$ cat config.mk
export PLATFORM = sky130hd
export DESIGN_NAME = reg_loader
export DESIGN_NICKNAME = d
export VERILOG_FILES = /design/src/rtl/reg_loader.sv
export SDC_FILE = /design/constraint.sdc
export NUM_CORES = 1
export LEC_CHECK = 0
export ABC_CLOCK_PERIOD_IN_PS = 3300
export BUFFER_PORTS_ARGS = -buffer_cell sky130_fd_sc_hd__buf_2
export CAP_MARGIN = 30
export CORE_MARGIN = 2
export CORE_UTILIZATION = 30
export CTS_CLUSTER_DIAMETER = 120
export CTS_CLUSTER_SIZE = 25
export DETAILED_ROUTE_END_ITERATION = 8
export GPL_TIMING_DRIVEN = 0
export SYNTH_ARGS = -nofsm -noshare
export SYNTH_HDL_FRONTEND = slang
export SYNTH_SLANG_ARGS = --single-unit
$ cat constraint.sdc
create_clock -name clk -period 3.3 [get_ports clk]
set_input_delay 0.165 -clock clk [delete_from_list [all_inputs] [get_ports clk]]
set_output_delay 0.165 -clock clk [all_outputs]
set_load 0.01 [all_outputs]
$ cat src/rtl/reg_loader.sv
// reg_loader: upstream feeder for the 8-slot value register bank.
// 4-bit values arrive on a valid/ready stream and are buffered in a small FIFO.
// Each buffered value is written into the next bank slot (0..SLOTS-1) as a one-cycle setd strobe.
// Lookup requests are arbitrated onto D_lookup and marked by a one-cycle lookup_go strobe.
// Lookups take priority over writes.
// Ports:
//   clk, init (async active-high reset), clear (synchronous flush)
//   in_valid/in_data/in_ready    value stream into the FIFO
//   lk_valid/lk_key/lk_ready     lookup request stream
//   setd/newd/slot               registered bank write strobe, data and slot index
//   D_lookup/lookup_go           registered lookup key and its one-cycle strobe
//   count/full/busy              write progress and activity status
module reg_loader #(
    parameter int unsigned DEPTH = 4,
    parameter int unsigned SLOTS = 8
) (
    input  logic       clk,
    input  logic       init,
    input  logic       clear,
    input  logic       in_valid,
    input  logic [3:0] in_data,
    output logic       in_ready,
    input  logic       lk_valid,
    input  logic [3:0] lk_key,
    output logic       lk_ready,
    output logic       setd,
    output logic [3:0] newd,
    output logic [2:0] slot,
    output logic [3:0] D_lookup,
    output logic       lookup_go,
    output logic [3:0] count,
    output logic       full,
    output logic       busy
);

    localparam int unsigned AW = (DEPTH > 1) ? $clog2(DEPTH) : 1;
    localparam int unsigned OW = AW + 1;
    localparam logic [OW-1:0] DEPTH_C = OW'(DEPTH);
    localparam logic [3:0]    SLOTS_C = 4'(SLOTS);

    localparam logic [1:0] IDLE  = 2'd0;
    localparam logic [1:0] WRITE = 2'd1;
    localparam logic [1:0] LOOK  = 2'd2;
    localparam logic [1:0] FULL  = 2'd3;

    logic [1:0]    state, state_nx;
    logic [3:0]    mem [DEPTH];
    logic [AW-1:0] wr_ptr, rd_ptr;
    logic [OW-1:0] occ;
    logic          push, pop, lk_acc;

    // FIFO handshake; init and clear both refuse new data
    assign in_ready = !init && !clear && (occ != DEPTH_C);
    assign push     = in_valid && in_ready;
    assign lk_ready = lk_acc && !init;
    assign busy     = (occ != OW'(0)) || (state != IDLE);

    // Next-state and pop/accept decisions
    always_comb begin
        state_nx = state;
        pop      = 1'b0;
        lk_acc   = 1'b0;
        if (clear) begin
            state_nx = IDLE;
        end else begin
            case (state)
                IDLE: begin
                    if (lk_valid) begin
                        lk_acc   = 1'b1;
                        state_nx = LOOK;
                    end else if ((occ != OW'(0)) && (count < SLOTS_C)) begin
                        pop      = 1'b1;
                        state_nx = WRITE;
                    end else if (count == SLOTS_C) begin
                        state_nx = FULL;
                    end
                end
                WRITE: state_nx = IDLE;
                // A lookup served while full goes straight back to FULL
                LOOK:  state_nx = (count == SLOTS_C) ? FULL : IDLE;
                FULL: begin
                    if (lk_valid) begin
                        lk_acc   = 1'b1;
                        state_nx = LOOK;
                    end
                end
                default: state_nx = IDLE;
            endcase
        end
    end

    // State register
    always_ff @(posedge clk or posedge init) begin
        if (init) state <= IDLE;
        else      state <= state_nx;
    end

    // FIFO storage (data needs no reset; occupancy guards validity)
    always_ff @(posedge clk) begin
        if (push) mem[wr_ptr] <= in_data;
    end

    // FIFO pointers and occupancy
    always_ff @(posedge clk or posedge init) begin
        if (init) begin
            wr_ptr <= '0;
            rd_ptr <= '0;
            occ    <= '0;
        end else if (clear) begin
            wr_ptr <= '0;
            rd_ptr <= '0;
            occ    <= '0;
        end else begin
            if (push) wr_ptr <= wr_ptr + AW'(1);
            if (pop)  rd_ptr <= rd_ptr + AW'(1);
            case ({push, pop})
                2'b10:   occ <= occ + OW'(1);
                2'b01:   occ <= occ - OW'(1);
                default: occ <= occ;
            endcase
        end
    end

    // Slot counter: advances at the end of each WRITE cycle, saturating at SLOTS
    always_ff @(posedge clk or posedge init) begin
        if (init) begin
            count <= 4'd0;
            full  <= 1'b0;
        end else if (clear) begin
            count <= 4'd0;
            full  <= 1'b0;
        end else if ((state == WRITE) && (count < SLOTS_C)) begin
            count <= count + 4'd1;
            full  <= ((count + 4'd1) == SLOTS_C);
        end
    end

    // Registered bank-side strobes; D_lookup survives clear
    always_ff @(posedge clk or posedge init) begin
        if (init) begin
            setd      <= 1'b0;
            newd      <= 4'd0;
            slot      <= 3'd0;
            lookup_go <= 1'b0;
            D_lookup  <= 4'd0;
        end else if (clear) begin
            setd      <= 1'b0;
            lookup_go <= 1'b0;
        end else begin
            setd      <= pop;
            lookup_go <= lk_acc;
            if (pop) begin
                newd <= mem[rd_ptr];
                slot <= count[2:0];
            end
            if (lk_acc) D_lookup <= lk_key;
        end
    end

endmodule

### Yosys cells after proc, flatten, opt, wreduce, memory -nomap -nowiden

Memories as Yosys holds them, arrays and structs flattened. A register that Yosys moved wholly into a read port is not among the register bits.
Index checks and enable logic that the tools add are counted.

* register bits after elaboration: 23
* memory bits (writable): 16
* bits of input ports: 13
* output and inout port bits: 21
* word-level logic and storage cells: 76
* memories kept: 1

* add/subtract/negate cells: 5
* $lt $le $gt $ge: 1
* equality and inequality tests: 10
* muxes and demuxes: 28
* bitwise gates (word level): 1
* reduce and logical (&&, ||, !) cells: 20

Memory list
* mem: depth 4, bits a word 4, rd ports 1, clocked after memory_dff 1, write ports 1, RTL line 47 `logic [3:0] mem [DEPTH];`

Operators by type and width (number)
* $mux W2: 10
* $mux W1: 13
* $eq A4 B4 Y1 const B: 2
* $mux W4: 2
* $pmux W2 S4: 1
* $reduce_bool A2 Y1: 4
* $eq A2 B2 Y1 const B: 3
* $logic_and A1 B1 Y1: 6
* $ne A3 B3 Y1 const B: 2
* $pmux W3 S2: 1
* $reduce_and A2 Y1: 3
* $reduce_bool A3 Y1: 2
* $ne A5 B5 Y1 const B: 1
* $add A2 B1 Y2 const B: 2
* $add A4 B1 Y4 const B: 1
* $eq A2 B1 Y1 const B: 2
* $lt A4 B4 Y1 const B: 1
* $add A3 B1 Y3 const B: 1
* $mux W3: 1
* $sub A3 B1 Y3 const B: 1
* $logic_not A1 Y1: 2
* $logic_not A2 Y1: 1
* $reduce_or A2 Y1: 1
* $logic_or A1 B1 Y1: 1
* $not A1 Y1: 1

### Depth between registers and ports, before layout

Gate-level depths: netlist of the first run.

* depth in word-level cells: 9
* gate-level depth with buffers: 9
* gate-level depth less buffers: 9

### Least setup slack after synthesis of the first run

No wires, ideal clock.

* path kind: register to register
* start: register occ[1]
* end: register occ[2]
* arrival time: 2276 ps
* data required time: 3218 ps
* setup slack: 942 ps
* stages on the path, launching flop included: 8
* buffers on the path: 0
* period minus slack after synthesis: 2358 ps
* cell sequence: dfrtp_1 > nor2_1 > a2111oi_4 > and2b_2 > fa_1 > nor4_1 > o21ai_0 > a31oi_1

* cells in the longest elaborated chain, start to end: 9

Ends and longest elaborated chain
* start: declaration: RTL line 49 `logic [OW-1:0] occ;`
* start signal: assignment: RTL line 117 `2'b10: occ <= occ + OW'(1);`
* start signal: assignment: RTL line 118 `2'b01: occ <= occ - OW'(1);`
* $reduce_bool A3 Y1: RTL line 71 `end else if ((occ != OW'(0)) && (count < SLOTS_C)) begin`
* $logic_and A1 B1 Y1: RTL line 71
* $mux W1: RTL line 71
* $mux W1: RTL line 68 `if (lk_valid) begin`
* $mux W1: RTL line 66 `case (state)`
* $mux W1: RTL line 63 `if (clear) begin`
* $eq A2 B1 Y1 or $eq A2 B2 Y1 (tied branches): RTL line 116 `case ({push, pop})`
* $pmux W3 S2: RTL line 116
* $mux W3: RTL line 109 `end else if (clear) begin`

Parallel ways exist; a longest one is shown, timed or not.
A chain may end at the register's enable or synchronous reset.

### Worst setup path after layout of the first run

Same ends and word-level chain as after synthesis.

==> metrics.md, run 1 <==
| Metric | Value |
|---|---|
| Max Slew Vio Count | `0` |
| FMAX | `376 MHz` |
| Vias in the first global route | `1347` |
| Die W | `88.0 um` |
| Synth top area share | `31.9%` |
| Avg WL per Cell | `12.5 um` |
| Drt first pass iters | `4` |
| Placed Cells | `around 290` |
| Root buffer cell | `clkbuf_8` |
| EDFF count, synth | `16` |
| Post-route insts no fill | `around 300` |
| Async set-reset flop share out of synthesis | `a little over three fifths` |
| Die area | `7740 um^2` |
| First-pass GRT wire length | `6420 um` |
| Yosys synthesis warning count | `0` |
| Synthesized area | `2120 um^2` |
| Drc violations | `0` |
| Post-synth top flop | `dfrtp_1` |
| Die H | `88.0 um` |
| Sequential share of the synthesized area | `54.6%` |
| Syn_area_per_cell | `13.1 um^2` |
| Largest net degree at the start of global routing | `22` |
| Overall routed net length | `3770 um` |
| GRT Total Usage | `between 10% and 20%` |
| Met1 Resource Use GR | `12.8%` |
| Total grt overflow | `0` |
| Synth cell count leaders | `dfrtp_1 (27), edfxtp_1 (16), nor2_1 (14)` |
| Rel. slew slack | `59.2%` |
| Post-Syn Instances | `approximately 160` |
| # IOs | `34` |
| GR peak layer | `met2` |
| CTS Buf Count | `5` |
| Antenna violations before repair | `0` |
| Detailed-route via count | `1350` |
| CP Class | `register to register` |
| PD cells | `579 nW/um^2` |
| RSZ-0062 raised after global routing | `false` |
| Final Cycle Share | `between 80 and 90%` |
| CTS Buffer Depth | `2` |
| Final hold violation count | `0` |
| Diode count | `0` |
| Via density | `~4.5` |
| Final Power | `1.49 mW` |
| Count leader, synth | `dfrtp_1` |
| Number of fill cells | `663` |
| Dpl hpwl | `2900 um` |
| Clk pin slew, worst setup/hold paths | `~90 ps` |
| Max-Cap Viols | `0` |
| Clock Skews | `7.53 ps` |
| WP data arrival | `between 2000 and 3000 ps` |
| Initial Util | `a little over 30%` |
| Gpl congestion | `0.742` |
| Hold WC Path Type | `input pin to register` |
| Synth area leader | `dfrtp_1` |
| Layout net count | `230` |
| Least-Margin Pin Slew | `about 610 ps` |
| Sequential Area | `1160 um^2` |
| Rows | `30` |
| Area Overhead vs Synth | `21.7%` |
| Final ANT Viol Nets | `0` |
| LEAKAGE | `1.10 nW` |
| H-tree depth | `2` |
| Worst skew pair latency | `between 200 and 300 ps` |
| Post-route cell area | `2570 um^2` |
| Status | `completed` |
| Critical Path End Type | `register` |
| Post-synthesis net count | `188` |
| CP startpoint kind | `register` |
| Fin Hold WS | `83.2 ps` |
| Iteration-0 DRC Markers | `52` |
| Reg-to-reg startpoint | `occ[1]$_DFFE_PP0P_` |
| Seq cells post-synth | `between 40 and 50` |
| Setup_tns | `0 ps` |
| Worst path required time | `3520 ps` |
| Layout cell share with drive strength beyond 1 | `31.7%` |
| CTS tree | `built` |
| Placement Cell Area | `around 2400 um^2` |
| Met2 usage | `roughly a fifth` |
| CP max FO | `8` |
| Min Clock Period, post-route | `2660 ps` |
| IO Port Bufs | `33` |
| Met3 usage | `2.64%` |
| Multi-input gate area | `roughly 890 um^2` |
| Core Region | `a little under 7000 um^2` |
| Worst vdd ir | `345 uV` |
| Largest cells by area after synthesis | `dfrtp_1 (32%), edfxtp_1 (23%), ha_1 (7.1%)` |
| CTS sink cnt | `43` |
| Worst hold start | `in_data[3]` |
| Worst setup path startpoint | `occ[1]$_DFFE_PP0P_` |
| Yosys cell types | `43` |
| # setup viols final | `0` |
==> through the flow <==
stage | utilization [%] | setup WS, ps
floorplan | - | 942
global placement | 35.3 | 657
detailed placement | 35.7 | 658
CTS | 37.9 | 637
global route | 37.9 | 418
finish | 37.9 | 638
==> where the power goes <==
| group | internal, mW | switching [mW] | leakage (nW) |
|---|---|---|---|
| combinational | 0.165 | 0.177 | 0.528 |
| sequential | 0.623 | 0.0430 | 0.504 |
| clock | 0.302 | 0.181 | 0.0644 |
==> routing by layer <==
| metal | share of wire (%) | wire length (um) |
|---|---|---|
| met1 | 42 | 1580 |
| met2 | 52 | 1980 |
| met3 | 3.3 | 125 |
| met4 | 2.4 | 89 |
| met5 | 0 | 0 |
==> sequential cells by signal, summed over array words and instances, names as in the netlist <==
| signal | flops |
|---|---|
| count | 4 |
| occ | 3 |
| slot | 3 |
| newd | 4 |
| rd_ptr | 2 |
| wr_ptr | 2 |
| setd | 1 |
| state | 2 |
| lookup_go | 1 |
| mem | 16 |
| D_lookup | 4 |
| full | 1 |
==> final timing paths <==
kind	to	slack (ps)	depth (start not counted)
worst min register to register	slot[0]$_DFFE_PP0P_	500	1
min in group asynchronous	setd$_DFF_PP0_	440	3
max in group asynchronous	lookup_go$_DFF_PP0_	2400	4
worst max-delay path	occ[2]$_DFFE_PP0P_	640	7
worst max register to register	occ[2]$_DFFE_PP0P_	640	7
worst min-delay path	mem[0][3]$_DFFE_PP_	80	1
==> timing repair <==
action / in CTS / in global routing
hold buffers: 1 / 0
resized for setup: 0 / 0
endpoints found under the hold margin: 7 / 0
setup buffers: 0 / 0
==> cells by family (layout without fill, tap and decap cells) <==
group,count (synthesis),after routing,share of synthesized area (%)
adder cells (fa/ha/maj),13,13,8.04
flip-flops,43,43,54.6
buffers and inverters,15,58,3.07
multiplexers,17,17,11.1
XOR/XNOR,7,7,2.90
AND/OR/NAND/NOR,48,48,13.6
AO/OA/AOI/OAI,19,19,6.68
==> worst max-delay path, cell delays in order (launching register included) <==
cell and delay [ps]:
dfrtp_1 490, nor2_1 160, a2111oi_4 630, and2b_2 300
fa_1 430, nor4_1 280, o21ai_0 130, a31oi_1 170
==> cells in the final DEF (no fill, tap or decap), drive strengths merged, types with 2 or more instances in the layout <==
| cell | Yosys | final |
|---|---|---|
| and2 | 6 | 6 |
| mux2i | 2 | 2 |
| nor2 | 14 | 14 |
| a211oi | 2 | 2 |
| edfxtp | 16 | 16 |
| nand2b | 2 | 2 |
| mux4 | 4 | 4 |
| nand3 | 3 | 3 |
| ha | 12 | 12 |
| dfrtp | 27 | 27 |
| a311oi | 2 | 2 |
| mux2 | 11 | 11 |
| o21ai | 4 | 4 |
| inv | 10 | 10 |
| nor3b | 3 | 3 |
| a21oi | 5 | 5 |
| xor2 | 2 | 2 |
| or3 | 2 | 2 |
| nand2 | 4 | 4 |
| bufinv | 0 | 2 |
| nor3 | 4 | 4 |
| xnor2 | 5 | 5 |
| buf | 4 | 38 |
| clkbuf | 1 | 6 |
| nor2b | 2 | 2 |
| nand3b | 2 | 2 |
==> cell type report <==
| type | count | area share (%) |
|---|---|---|
| Tap cell | 96 | 4.66 |
| Multi-Input combinational cell | 104 | 34.7 |
| Timing Repair Buffer | 35 | 7.87 |
| Inverter | 10 | 1.46 |
| Clock buffer | 5 | 2.67 |
| Sequential cell | 43 | 44.9 |
| Clock inverter | 3 | 2.62 |
| Buffer | 5 | 1.07 |
Note: power is estimated with default switching activity, not from simulation.
==> run 2: changes to the inputs <==
--- a/config.mk
+++ b/config.mk
@@ -5,7 +5,7 @@
 export SDC_FILE = /design/constraint.sdc
 export NUM_CORES = 1
 export LEC_CHECK = 0
-export ABC_CLOCK_PERIOD_IN_PS = 3300
+export ABC_CLOCK_PERIOD_IN_PS = 2720
 export BUFFER_PORTS_ARGS = -buffer_cell sky130_fd_sc_hd__buf_2
 export CAP_MARGIN = 30
 export CORE_MARGIN = 2
==> constraint.sdc (replaced) <==
create_clock -name clk -period 2.72 [get_ports clk]
set_input_delay 0.136 -clock clk [delete_from_list [all_inputs] [get_ports clk]]
set_output_delay 0.136 -clock clk [all_outputs]
set_load 0.01 [all_outputs]
==> metrics.md, run 2 (same netlist as run 1, synthesis figures left out) <==
| Metric | Value |
|---|---|
| Max reg flops | `16 (unchanged)` |
| Hold WC Path Type | `input pin to register` |
| CP max FO | `8 (unchanged)` |
| CTS tree | `built` |
| Sequential share of power | `44.6% (about the same)` |
| Die area | `7740 um^2 (unchanged)` |
| Layout cell share with drive strength beyond 1 | `33.2% (+1.5 points)` |
| # setup viols final | `0 (unchanged)` |
| Max Slew Vio Count | `0 (unchanged)` |
| Worst skew pair latency | `290 ps (about the same)` |
| Sw frac | `26.9% (about the same)` |
| Overall routed net length | `3810 um (+0.95%)` |
| Initial Util | `31.1% (unchanged)` |
| Final Power | `1.81 mW (+22%)` |
| Commonest cells after routing, fill and taps aside | `buf_2 (34), dfrtp_1 (27), edfxtp_1 (16)` |
| Post-place setup slack | `78.3 ps (-580 ps)` |
| Post-route cell area | `2600 um^2 (+1.1%)` |
| Switch Pwr | `0.488 mW (+22%)` |
| Detailed-route via count | `1357 (+0.52%)` |
| LEAKAGE | `1.11 nW (+1.6%)` |
| Least-Margin Pin Slew | `514 ps (-93.3 ps)` |
| Die H | `88.0 um (unchanged)` |
| Comb pwr share | `23.1% (+0.2 points)` |
| Die W | `88.0 um (unchanged)` |
| Clock Skews | `7.17 ps (-0.361 ps)` |
| Multi-input gate area | `900 um^2 (+0.56%)` |
| Final hold violation count | `0 (unchanged)` |
| Iteration-0 DRC Markers | `66 (+27%)` |
| FMAX | `416 MHz (+11%)` |
| CTS sink cnt | `43 (unchanged)` |
| Max-Cap Viols | `0 (unchanged)` |
| Final ANT Viol Nets | `0 (unchanged)` |
| GRT Total Usage | `11.0% (unchanged)` |
| Layout net count | `233 (+1.3%)` |
| Util after Layout | `38.3% (+0.41 points)` |
| Worst vdd ir | `420 uV (+22%)` |
| Cell Chain, Critical Path | `nor2_1 -> a2111oi_4 -> and2b_2 -> fa_1 -> nor4_1 -> o21ai_0 -> a31oi_1` |
| PD cells | `697 nW/um^2 (+20%)` |
| Root buffer cell | `clkbuf_8` |
| Min Clock Period, post-route | `2400 ps (-258 ps)` |
| Post-route insts no fill | `304 (+1.0%)` |
| Sequential Area | `1160 um^2 (unchanged)` |
| Crit-path leading delay family | `simple AND/OR/NAND/NOR gates` |
| Area Overhead vs Synth | `23.0%` |
| Antenna violations before repair | `0 (unchanged)` |
| First-pass GRT wire length | `6420 um (unchanged)` |
| Setup_tns | `0 ps (unchanged)` |
| Clk pin slew, worst setup/hold paths | `90 ps (about the same)` |
| CP peak stage delay | `510 ps (-120 ps)` |
| Diode count | `0 (unchanged)` |
| CP startpoint kind | `register` |
| Vias in the first global route | `1347 (unchanged)` |
| Number of fill cells | `662 (-0.15%)` |
| Clock power share | `32.3% (about the same)` |
| Largest net degree at the start of global routing | `22 (unchanged)` |
| IO Port Bufs | `33 (unchanged)` |
| Total grt overflow | `0 (unchanged)` |
| WP data arrival | `2620 ps (-260 ps)` |
| Rel. slew slack | `65.7% (+6.5 points)` |
| CTS Buffer Depth | `2 (unchanged)` |
| Gpl congestion | `0.742 (unchanged)` |
| Final Cycle Share | `88.4% (+7.7 points)` |
| Most common cell after layout, fill and taps aside | `buf_2` |
| Critical Path End Type | `register` |
| Register name with the most flops | `mem` |
| Fin Hold WS | `54.9 ps (-28.2 ps)` |
| Dpl hpwl | `2900 um (unchanged)` |
| CTS Buf Count | `5 (unchanged)` |
| CP Class | `register to register` |
| Rows | `30 (unchanged)` |
| Worst setup margin | `315 ps (-322 ps)` |
| RSZ-0062 raised after global routing | `false` |
| H-tree depth | `2 (unchanged)` |
| # IOs | `34 (unchanged)` |
| Avg WL per Cell | `12.5 um (about the same)` |
| Crit-path slowest cell | `dfrtp_1` |
| Via density | `4.46 (-0.47%)` |
| Placed Cells | `292 (unchanged)` |
| Drt first pass iters | `4 (unchanged)` |
| Worst path required time | `2940 ps (-580 ps)` |
| Drc violations | `0 (unchanged)` |
| Pint | `1.33 mW (+22%)` |
| Status | `completed` |
| Placement Cell Area | `2430 um^2 (unchanged)` |
| Core Region | `6790 um^2 (unchanged)` |
| CP bufs+invs | `0 (unchanged)` |
-- run 2: cell types whose count changed in the layout (fill, tap and decap cells not counted), sizes merged --
cell / before / now
buf: 38 / 41
-- run 2: what timing repair did --
item / CTS / global route
hold buffers: 1 / 0
endpoints found under the setup margin: 0 / 1
gates resized for setup: 0 / 1
hold endpoints to repair: 7 / 0
buffers inserted: 0 / 3
-- run 2: layout make-up --
type	instances	area share, %
Inverter	10	1.44
Buffer	5	1.06
Multi-Input combinational cell	104	34.6
Timing Repair Buffer	38	8.65
Sequential cell	43	44.4
Clock inverter	3	2.60
Tap cell	96	4.62
Clock buffer	5	2.64
-- run 2: worst paths after layout --
check	start	end	slack (ps)	cells after the start
min reg2reg	D_lookup[0]$_DFFE_PP0P_	D_lookup[0]$_DFFE_PP0P_	500	1
max in group asynchronous	init	lookup_go$_DFF_PP0_	1850	4
max reg2reg	occ[1]$_DFFE_PP0P_	occ[2]$_DFFE_PP0P_	320	7
min in group asynchronous	init	setd$_DFF_PP0_	420	3
max	occ[1]$_DFFE_PP0P_	occ[2]$_DFFE_PP0P_	320	7
min	in_data[3]	mem[0][3]$_DFFE_PP_	50	1
-- run 2: layer usage --
| layer | vias to the layer above | wire (um) | track usage, % |
|---|---|---|---|
| li1 | 665 | - | - |
| met1 | 662 | 1610 | 12.8 |
| met2 | 24 | 1990 | 18.9 |
| met3 | 6 | 118 | 2.64 |
| met4 | 0 | 89 | 5.45 |
| met5 | - | 0 | 0 |
-- run 2: power by group through the flow --
| stage | registers [mW] | clock network [mW] | logic, mW |
|---|---|---|---|
| after floorplan | 0.851 | 0 | 0.243 |
| after global placement | 0.821 | 0 | 0.410 |
| after detailed placement | 0.823 | 0 | 0.422 |
| after CTS | 0.811 | 0.605 | 0.423 |
| after global routing | 0.822 | 0.627 | 0.468 |
| final | 0.810 | 0.586 | 0.418 |
==> run 3: changes to the inputs <==
--- a/config.mk
+++ b/config.mk
@@ -14,6 +14,7 @@
 export CTS_CLUSTER_SIZE = 25
 export DETAILED_ROUTE_END_ITERATION = 8
 export GPL_TIMING_DRIVEN = 0
+export PLACE_DENSITY = 0.57
 export SYNTH_ARGS = -nofsm -noshare
 export SYNTH_HDL_FRONTEND = slang
 export SYNTH_SLANG_ARGS = --single-unit
==> metrics.md, run 3 (same netlist as run 1, synthesis figures left out) <==
| Metric | Value |
|---|---|
| CTS Buffer Depth | `2 (unchanged)` |
| Via density | `4.52 (+1.2%)` |
| CTS Buf Count | `5 (unchanged)` |
| Vias in the first global route | `1305 (-3.1%)` |
| Final Cycle Share | `89.0% (+0.60 points)` |
| Worst hold start | `in_data[3]` |
| Layout net count | `234 (+0.43%)` |
| Total grt overflow | `0 (unchanged)` |
| Min Clock Period, post-route | `2420 ps (+16.3 ps)` |
| Setup_tns | `0 ps (unchanged)` |
| RSZ-0062 raised after global routing | `false` |
| Largest net degree at the start of global routing | `24 (+9.1%)` |
| First-pass GRT wire length | `6270 um (-2.4%)` |
| Worst reg-to-reg setup slack | `300 ps (-20 ps)` |
| Max Slew Vio Count | `0 (unchanged)` |
| # setup viols final | `0 (unchanged)` |
| LEAKAGE | `1.10 nW (-1.7%)` |
| Avg WL per Cell | `12.5 um (-0.30%)` |
| Drc violations | `0 (unchanged)` |
| Drt first pass iters | `4 (unchanged)` |
| CP Class | `register to register` |
| Worst setup path startpoint | `occ[1]$_DFFE_PP0P_` |
| Final hold violation count | `0 (unchanged)` |
| Most common cell after layout, fill and taps aside | `buf_2` |
| Max-Cap Viols | `0 (unchanged)` |
| CTS sink cnt | `43 (unchanged)` |
| Number of fill cells | `671 (+1.4%)` |
| Worst skew pair latency | `290 ps (about the same)` |
| Least-Margin Pin Slew | `561 ps (+47.1 ps)` |
| Status | `completed` |
| WHS Endpoint | `mem[0][3]$_DFFE_PP_` |
| CTS tree | `built` |
| Post-place setup slack | `24.9 ps (-53.4 ps)` |
| FMAX | `413 MHz (-0.67%)` |
| Root buffer cell | `clkbuf_8` |
| Iteration-0 DRC Markers | `50 (-24%)` |
| Antenna violations before repair | `0 (unchanged)` |
| WP data arrival | `2630 ps (about the same)` |
| Initial Util | `31.1% (unchanged)` |
| PD cells | `633 nW/um^2 (-9.2%)` |
| Rel. slew slack | `62.6% (-3.1 points)` |
| Die W | `88.0 um (unchanged)` |
| CP startpoint kind | `register` |
| Commonest cells after routing, fill and taps aside | `buf_2 (34), dfrtp_1 (27), edfxtp_1 (16)` |
| Max reg flops | `16 (unchanged)` |
| Final ANT Viol Nets | `0 (unchanged)` |
| Critical Path End Type | `register` |
| H-tree depth | `2 (unchanged)` |
| Layout cell share with drive strength beyond 1 | `33.5% (+0.32 points)` |
| Area Overhead vs Synth | `21.1%` |
| Worst vdd ir | `261 uV (-38%)` |
| Worst path required time | `2930 ps (about the same)` |
| Dpl hpwl | `2940 um (+1.4%)` |
| Gpl congestion | `0.720 (-2.9%)` |
| Register name with the most flops | `mem` |
| Core Region | `6790 um^2 (unchanged)` |
| Rows | `30 (unchanged)` |
| Clk pin slew, worst setup/hold paths | `80 ps (about the same)` |
| Die H | `88.0 um (unchanged)` |
| CP max FO | `8 (unchanged)` |
| Clock Skews | `6.69 ps (-0.481 ps)` |
| Overall routed net length | `3810 um (about the same)` |
| Reg-to-reg startpoint | `occ[1]$_DFFE_PP0P_` |
| Hold WC Path Type | `input pin to register` |
| Multi-input gate area | `900 um^2 (unchanged)` |
| # IOs | `34 (unchanged)` |
| Worst setup margin | `299 ps (-16.3 ps)` |
| Reg2reg path depth | `7 (unchanged)` |
| IO Port Bufs | `33 (unchanged)` |
| Die area | `7740 um^2 (unchanged)` |
| Hold Path Depth | `1 (unchanged)` |
| Crit Reg-Reg Endpoint | `occ[2]$_DFFE_PP0P_` |
| GRT Total Usage | `10.7% (-0.30 points)` |
| Sequential Area | `1160 um^2 (unchanged)` |
| Diode count | `0 (unchanged)` |
| Detailed-route via count | `1378 (+1.5%)` |
run 3: cell count changes in the layout (fill, tap and decap cells not counted), sizes merged:
cell	before	now
buf	41	42
bufinv	2	0
clkinv	0	1
clkinvlp	1	2
run 3: where the power goes:
| group | internal [mW] | switching (mW) | total [mW] | leakage (nW) |
|---|---|---|---|---|
| Combinational | 0.205 | 0.216 | 0.421 | 0.551 |
| Sequential | 0.756 | 0.0526 | 0.809 | 0.504 |
| Clock | 0.178 | 0.213 | 0.392 | 0.0402 |
run 3: through the flow:
step                hold slack [ps]  util (%)  instance area, um^2  power (mW)  instances
floorplan                       194         -                 2120        1.09        162
global placement                352      35.3                 2400        1.23        291
detailed placement              172      35.7                 2430        1.25        292
CTS                            47.9      37.2                 2530        1.65        301
global route                   50.8      37.7                 2560        1.73        305
finish                         59.2      37.7                 2560        1.62        305
run 3: final cells by class:
type / instances / share of cell area, %
Sequential cell: 43 / 45.1
Multi-Input combinational cell: 104 / 35.1
Timing Repair Buffer: 39 / 9.08
Tap cell: 96 / 4.69
Clock buffer: 5 / 2.69
Inverter: 10 / 1.46
Buffer: 5 / 1.07
Clock inverter: 3 / 0.781
run 3: worst max path at each step:
stage	end	depth (start not counted)
6_report	occ[2]$_DFFE_PP0P_	7
3_3_place_gp	occ[2]$_DFFE_PP0P_	7
3_5_place_dp	occ[2]$_DFFE_PP0P_	7
4_1_cts	occ[2]$_DFFE_PP0P_	7
2_1_floorplan	occ[2]$_DFFE_PP0P_	7
5_1_grt	occ[2]$_DFFE_PP0P_	7
run 3: worst max-delay path: stages (launching register included):
cell and delay [ps]:
dfrtp_1 510, nor2_1 160, a2111oi_4 380, and2b_2 260, fa_1 430, nor4_1 290
o21ai_0 130, a31oi_1 180
run 3: timing repair:
action / 4_1_cts / 5_1_grt
resized for setup: 0 / 1
setup buffers: 0 / 4
hold endpoints to repair: 5 / 0
setup endpoints to repair: 1 / 1
pin swaps: 1 / 2
hold buffers: 1 / 0
run 3: routing by layer:
metal	GRT usage, %	wire (um)
met1	12.6	1620
met2	18.7	2030
met3	2.07	88
met4	5.03	78
met5	0	0
